==> config.mk <==
export PLATFORM = sky130hd
export DESIGN_NAME = mem_stage_hs
export DESIGN_NICKNAME = d
export VERILOG_FILES = /design/src/rtl/mem_stage_hs.sv
export SDC_FILE = /design/constraint.sdc
export NUM_CORES = 1
export LEC_CHECK = 0
export ABC_AREA = 0
export CAP_MARGIN = 30
export CORE_ASPECT_RATIO = 1.2
export CORE_MARGIN = 5
export CORE_UTILIZATION = 48
export DETAILED_ROUTE_END_ITERATION = 8
export PLACE_DENSITY = 0.86
export SLEW_MARGIN = 20
export SYNTH_ARGS = -nofsm -noshare
export SYNTH_HDL_FRONTEND = slang
export SYNTH_SLANG_ARGS = --single-unit
==> constraint.sdc <==
create_clock -name clk -period 2.6 [get_ports clk]
set_input_delay 0.39 -clock clk [delete_from_list [all_inputs] [get_ports clk]]
set_output_delay 0.39 -clock clk [all_outputs]
set_load 0.05 [all_outputs]
==> src/rtl/mem_stage_hs.sv <==
// Memory pipeline stage: bus handshake FSM (IDLE/WAIT), load/store lane steering, wait timeout.
// Optional MEM_MISALIGN_TRAP_EN: misaligned half/word/double accesses raise memErr_MEM instead of being aligned.
module mem_stage_hs #(
  parameter int unsigned XLEN    = 32,
  parameter int unsigned ADDR_W  = 32,
  parameter int unsigned SIDE_W  = 96,
  parameter int unsigned TIMEOUT = 255
) (
  input  logic              clk,
  input  logic              reset_n,
  input  logic              valid_EXE,
  input  logic              regFileWe_EXE,
  input  logic [2:0]        RFWDSrcMuxSel_EXE,
  input  logic              memRe_EXE,
  input  logic              memWe_EXE,
  input  logic [2:0]        funct3_EXE,
  input  logic [XLEN-1:0]   aluResult_EXE,
  input  logic [XLEN-1:0]   RFData2_EXE,
  input  logic [SIDE_W-1:0] side_EXE,
  input  logic              flush,
  output logic              stall_out,
  output logic              bus_req,
  output logic              bus_we,
  output logic [ADDR_W-1:0] bus_addr,
  output logic [XLEN-1:0]   bus_wdata,
  output logic [XLEN/8-1:0] bus_be,
  input  logic              bus_ready,
  input  logic [XLEN-1:0]   bus_rdata,
  output logic              valid_MEM,
  output logic              regFileWe_MEM,
  output logic              memErr_MEM,
  output logic [2:0]        RFWDSrcMuxSel_MEM,
  output logic [XLEN-1:0]   aluResult_MEM,
  output logic [XLEN-1:0]   busRData_MEM,
  output logic [SIDE_W-1:0] side_MEM
);

  localparam int unsigned NB    = XLEN / 8;
  localparam int unsigned OFF_W = $clog2(NB);

  typedef enum logic {IDLE, WAIT} state_t;
  state_t state, state_n;

  logic [15:0]       cnt;
  logic              w_we, w_rfwe;
  logic [2:0]        w_sel, w_f3;
  logic [XLEN-1:0]   w_alu, w_rs2;
  logic [SIDE_W-1:0] w_side;

  logic              c_we, c_rfwe;
  logic [2:0]        c_sel, c_f3;
  logic [XLEN-1:0]   c_alu, c_rs2;
  logic [SIDE_W-1:0] c_side;

  logic [OFF_W-1:0]  off, half_off, word_off, lane_off;
  logic [XLEN-1:0]   sh, load_data, st_wdata;
  logic [NB-1:0]     st_be;
  logic              acc_ok, is_acc, mis, cap;
  logic              o_load, o_valid, o_err, o_rfwe;
  logic [XLEN-1:0]   o_rdata;

  // In WAIT the bus and writeback fields come from the captured copy, so upstream may change freely.
  always_comb begin
    if (state == WAIT) begin
      c_we = w_we;  c_rfwe = w_rfwe; c_sel = w_sel; c_f3 = w_f3;
      c_alu = w_alu; c_rs2 = w_rs2;  c_side = w_side;
    end else begin
      c_we = memWe_EXE;     c_rfwe = regFileWe_EXE; c_sel = RFWDSrcMuxSel_EXE;
      c_f3 = funct3_EXE;    c_alu = aluResult_EXE;  c_rs2 = RFData2_EXE;
      c_side = side_EXE;
    end
  end

  assign off      = c_alu[OFF_W-1:0];
  assign half_off = off & ~OFF_W'(1);
  assign word_off = off & ~OFF_W'(3);

  always_comb begin
    case (c_f3[1:0])
      2'b00: begin st_wdata = {NB{c_rs2[7:0]}};           st_be = NB'(1)  << off;      lane_off = off;      end
      2'b01: begin st_wdata = {(NB/2){c_rs2[15:0]}};      st_be = NB'(3)  << half_off; lane_off = half_off; end
      2'b10: begin st_wdata = {(XLEN/32){c_rs2[31:0]}};   st_be = NB'(15) << word_off; lane_off = word_off; end
      default: begin st_wdata = c_rs2;                    st_be = '1;                  lane_off = '0;       end
    endcase
  end

  assign sh = bus_rdata >> {lane_off, 3'b000};

  always_comb begin
    case (c_f3[1:0])
      2'b00:   load_data = c_f3[2] ? XLEN'(sh[7:0])  : XLEN'($signed(sh[7:0]));
      2'b01:   load_data = c_f3[2] ? XLEN'(sh[15:0]) : XLEN'($signed(sh[15:0]));
      2'b10:   load_data = c_f3[2] ? XLEN'(sh[31:0]) : XLEN'($signed(sh[31:0]));
      default: load_data = sh;
    endcase
  end

`ifdef MEM_MISALIGN_TRAP_EN
  always_comb begin
    case (funct3_EXE[1:0])
      2'b01:   mis = aluResult_EXE[0];
      2'b10:   mis = |aluResult_EXE[1:0];
      2'b11:   mis = (XLEN == 64) && (|aluResult_EXE[2:0]);
      default: mis = 1'b0;
    endcase
  end
`else
  assign mis = 1'b0;
`endif

  assign is_acc    = memRe_EXE | memWe_EXE;
  assign acc_ok    = reset_n & valid_EXE & ~flush & (state == IDLE);
  assign stall_out = (state == WAIT);

  assign bus_we    = bus_req & c_we;
  assign bus_be    = bus_req ? st_be : '0;
  assign bus_addr  = ADDR_W'(c_alu);
  assign bus_wdata = st_wdata;

  always_comb begin
    state_n = state;
    bus_req = 1'b0;
    cap     = 1'b0;
    o_load  = 1'b0;
    o_valid = 1'b0;
    o_err   = 1'b0;
    o_rfwe  = c_rfwe;
    o_rdata = '0;
    case (state)
      IDLE: begin
        if (acc_ok) begin
          if (!is_acc) begin
            o_load = 1'b1; o_valid = 1'b1;
          end else if (mis) begin
            o_load = 1'b1; o_valid = 1'b1; o_err = 1'b1; o_rfwe = 1'b0;
          end else begin
            bus_req = 1'b1;
            if (bus_ready) begin
              o_load = 1'b1; o_valid = 1'b1;
              o_rdata = c_we ? '0 : load_data;
            end else begin
              cap = 1'b1;
              state_n = WAIT;
            end
          end
        end
      end
      WAIT: begin
        bus_req = 1'b1;
        if (bus_ready) begin
          o_load = 1'b1; o_valid = 1'b1;
          o_rdata = c_we ? '0 : load_data;
          state_n = IDLE;
        end else if (cnt == 16'(TIMEOUT - 1)) begin
          o_load = 1'b1; o_valid = 1'b1; o_err = 1'b1; o_rfwe = 1'b0;
          state_n = IDLE;
        end
      end
      default: state_n = IDLE;
    endcase
  end

  always_ff @(posedge clk or negedge reset_n) begin
    if (!reset_n) begin
      state <= IDLE;
      cnt   <= '0;
    end else begin
      state <= state_n;
      cnt   <= (state == WAIT) ? cnt + 16'd1 : '0;
    end
  end

  always_ff @(posedge clk or negedge reset_n) begin
    if (!reset_n) begin
      w_we <= 1'b0; w_rfwe <= 1'b0; w_sel <= '0; w_f3 <= '0;
      w_alu <= '0;  w_rs2 <= '0;    w_side <= '0;
    end else if (cap) begin
      w_we <= memWe_EXE;  w_rfwe <= regFileWe_EXE; w_sel <= RFWDSrcMuxSel_EXE;
      w_f3 <= funct3_EXE; w_alu <= aluResult_EXE;  w_rs2 <= RFData2_EXE;
      w_side <= side_EXE;
    end
  end

  always_ff @(posedge clk or negedge reset_n) begin
    if (!reset_n) begin
      valid_MEM <= 1'b0; regFileWe_MEM <= 1'b0; memErr_MEM <= 1'b0;
      RFWDSrcMuxSel_MEM <= '0; aluResult_MEM <= '0; busRData_MEM <= '0; side_MEM <= '0;
    end else begin
      valid_MEM <= o_valid;
      if (o_load) begin
        regFileWe_MEM     <= o_rfwe;
        memErr_MEM        <= o_err;
        RFWDSrcMuxSel_MEM <= c_sel;
        aluResult_MEM     <= c_alu;
        busRData_MEM      <= o_rdata;
        side_MEM          <= c_side;
      end
    end
  end

endmodule

==> qor.yml <==
timing:
  skew_ns: 0.01644
  rsz0062_at_grt: "yes"
  final-setup-viol-count: 2
  min_period_ns: 2.638
  tightest_slew_ns: 0.8461
  period_share_pct: 101.5
  layout_setup_ws_ns: -0.03804
  fmax_mhz: 379.1
  hold_viol: 0
  drv_slew: 0
  whs_ns: 0.2627
  slew_headroom_pct: 43.59
outcome:
  status: "complete, but fails checks"
  violations: "negative setup slack"
setup_path:
  cp.depth: 5
  critPathKind: "reg -> out"
  worst_setup_path_start_kind: "flop"
  end_kind: "output pin"
  cp_slowest_cell: "dfrtp_4"
  crit_start: "stall_out$_DFF_PN0_"
  r2r_slack_ns: 0.16
  crit_fanout: 8
  crit_end: "bus_wdata[30]"
  crit_required_ns: 2.21
  worstPathCellList: "and2_4 > or2_4 > a21o_4 > o211ai_1 > buf_4"
  reg2reg_to: "busRData_MEM[25]$_DFFE_PN0P_"
  cp_num_buf_inv: 1
  arrival_ns: 2.25
  slowest_delay_ns: 0.54
  path_delay_family: "flip-flops"
  rr_startpoint: "stall_out$_DFF_PN0_"
  r2r_cells: 8
power_and_ir_drop:
  intPower_w: 0.01282
  finalPower_w: 0.02024
  swShare_pct: 36.66
  p_seq_share_pct: 37.3
  p_per_area_nw_per_um2: 872.3
  combPwrFrac_pct: 35.2
  clockPowerShare_pct: 27.6
  max-vdd-ir-drop_mv: 0.6710
  switchingPower_w: 0.007421
  leakage_nw: 9.874
logic_synthesis:
  synthFlopType: "dfrtp_1"
  synth-seq-cells: 351
  synth_top_family_by_area: "multiplexers"
  synth_compound_area_share_pct: 8.067
  ys_types: 57
  netlist_instances: 1346
  synthArstFlopShare_pct: 100.0
  syn-num-nets: 1554
  synth-edff-count: 0
  syn-cell-area_um2: 15870
  muxShareOfSynthArea_pct: 23.03
  ys_warn_count: 0
  syn_area_per_cell_um2: 11.79
  yosys.area_share.simple_pct: 9.258
  synth_fa_ha_area_share_pct: 0.1577
  synthXorXnorAreaFrac_pct: 0.7176
  seq_area_frac_synth_pct: 55.36
finish:
  finalCoreUtilization_pct: 70.57
  nets: 2040
  area_delta_synth_final_pct: 46.24
  fill_cells: 2209
  drive_gt1_share_pct: 21.34
clocking:
  worstSkewPairLatency_ns: 0.53
  clkTransAtPathRegs_ns: 0.06
  clockBufferDepth: 3
  cts_root_buffer: "clkbuf_16"
  cts_made_buffers: 37
  tritoncts: "built"
  htree_levels: 2
  cts_sinks: 351
drt:
  drc: 0
  routed_via_density: 5.589
  dr_total_vias: 12731
  wl_um: 49640
  ant_nets: 0
  drt-pass1-iter-count: 5
  drtIter0Drc: 821
  routedWlPerCell_um: 21.79
global_route:
  grt_pass1_vias: 13604
  grt_pass1_wl_um: 76040
  grt_max_degree: 175
  gr-total-overflow: 0
  grt_antenna_before_repair: 6
  grtUsageTotal_pct: 25.99
placement:
  hpwlAfterDp_um: 34740
  place.gp.congestion: 0.9207
  portBuffers: 442
floorplan:
  fp.dieH_um: 209.2
  dieArea_um2: 36810
  start_util_pct: 48.25
  pin_count: 443
  die_w_um: 176.0
  core_area_um2: 32880
  row_count: 73
run:
  cap_violations: 0
hold_path:
  hold_path.class: "in -> async"
==> cell usage in the layout, fill, tap and decap left out, types with 8 or more instances in the layout <==
| master | synthesis | final |
|---|---|---|
| xor2_1 | 8 | 8 |
| clkbuf_16 | 0 | 40 |
| mux2_1 | 97 | 97 |
| mux2i_1 | 131 | 124 |
| clkdlybuf4s50_1 | 0 | 370 |
| buf_4 | 18 | 79 |
| a32o_1 | 8 | 8 |
| clkbuf_2 | 0 | 10 |
| o21ai_2 | 8 | 15 |
| nand2_1 | 158 | 154 |
| o21ai_0 | 74 | 65 |
| o21ai_1 | 53 | 54 |
| o211ai_1 | 11 | 11 |
| nor2_4 | 0 | 8 |
| a22oi_1 | 9 | 9 |
| nor2_1 | 137 | 127 |
| mux2_2 | 109 | 99 |
| clkbuf_8 | 0 | 11 |
| mux2_4 | 0 | 10 |
| dfrtp_1 | 351 | 350 |
| nand3_1 | 9 | 9 |
| buf_12 | 0 | 51 |
==> kinds of logic (layout without fill, tap and decap cells) <==
kind of cell,Yosys count,after routing
AOI/OAI and AO/OA,207,207
DFF,351,351
other,0,6
muxes,338,338
xor gates and xnor gates,13,13
adders and majority gates,2,2
and+or+nand+nor,344,345
buffers and inverters,91,604
==> state kept, by name, indices dropped and copies added (netlist names) <==
register	flops
w_rs2	32
w_f3	3
w_alu	32
w_side	96
w_we	1
w_sel	3
RFWDSrcMuxSel_MEM	3
cnt	16
busRData_MEM	32
memErr_MEM	1
regFileWe_MEM	1
w_rfwe	1
aluResult_MEM	32
stall_out	1
side_MEM	96
valid_MEM	1
==> power groups by stage <==
stage	logic, W	registers [W]	clock network (W)
floorplan	0.00202	0.00969	0
global route	0.00746	0.00769	0.00590
CTS	0.00710	0.00752	0.00567
finish	0.00712	0.00754	0.00558
global placement	0.00684	0.00749	0
detailed placement	0.00698	0.00759	0
==> metal layers <==
| layer | GRT usage (%) | vias up | routed length [µm] |
|---|---|---|---|
| met5 | 0 | - | 0 |
| met4 | 13.34 | 0 | 2874 |
| met3 | 6.785 | 159 | 3671 |
| met2 | 44.32 | 538 | 24800 |
| met1 | 30.19 | 6326 | 18290 |
| li1 | - | 5708 | - |
==> how the worst min path moves through the flow <==
stage	endpoint	slack [ns]
2_1_floorplan	RFWDSrcMuxSel_MEM[0]$_DFFE_PN0P_	0.09
3_3_place_gp	w_rs2[0]$_DFFE_PN0P_	0.20
3_5_place_dp	w_rs2[21]$_DFFE_PN0P_	0.20
4_1_cts	w_rs2[3]$_DFFE_PN0P_	0.25
5_1_grt	w_rs2[8]$_DFFE_PN0P_	0.27
6_report	w_rs2[0]$_DFFE_PN0P_	0.26
==> layout make-up <==
class	instances	area (µm²)	area share (%)
inverters	9	40.04	0.1726
multi-input cells	905	6887	29.68
repair buffers	528	5663	24.41
well taps	412	515.5	2.222
diodes	6	15.01	0.06471
clock buffers	55	1146	4.939
clock inverters	12	150.1	0.6471
flip-flops and latches	351	8787	37.87
==> metrics by stage <==
step | instances | worst slack, ns | setup TNS [ns] | area, µm²
finish | 2278 | -0.03804 | -0.05116 | 23200
global route | 2278 | -0.1024 | -0.6591 | 23200
global placement | 2177 | 0.09821 | 0 | 21340
detailed placement | 2177 | 0.01433 | 0 | 21340
floorplan | 1346 | -0.01166 | -0.02332 | 15960
CTS | 2261 | -0.05238 | -0.1598 | 23010
==> timing repair <==
item,in CTS,in global routing
cloned,4,1
resized for setup,63,40
hold buffers,1,0
pin swaps,5,7
setup buffers,12,9
endpoints found under the setup margin,52,48
hold endpoints to repair,34,0
==> cells in the mapped netlist, types with 11 or more instances <==
master | number | area [µm²]
buf_2 | 20 | 100.1
a21oi_1 | 16 | 80.08
nand2_1 | 158 | 593.1
mux2_2 | 109 | 1227
dfrtp_1 | 351 | 8783
buf_4 | 18 | 135.1
nor2_1 | 137 | 514.2
o21ai_0 | 74 | 370.4
o21ai_1 | 53 | 265.3
mux2_1 | 97 | 1092
mux2i_1 | 131 | 1311
buf_6 | 14 | 157.7
o211ai_1 | 11 | 82.58
clkbuf_1 | 30 | 112.6
Power figures use the tool's default switching activity.
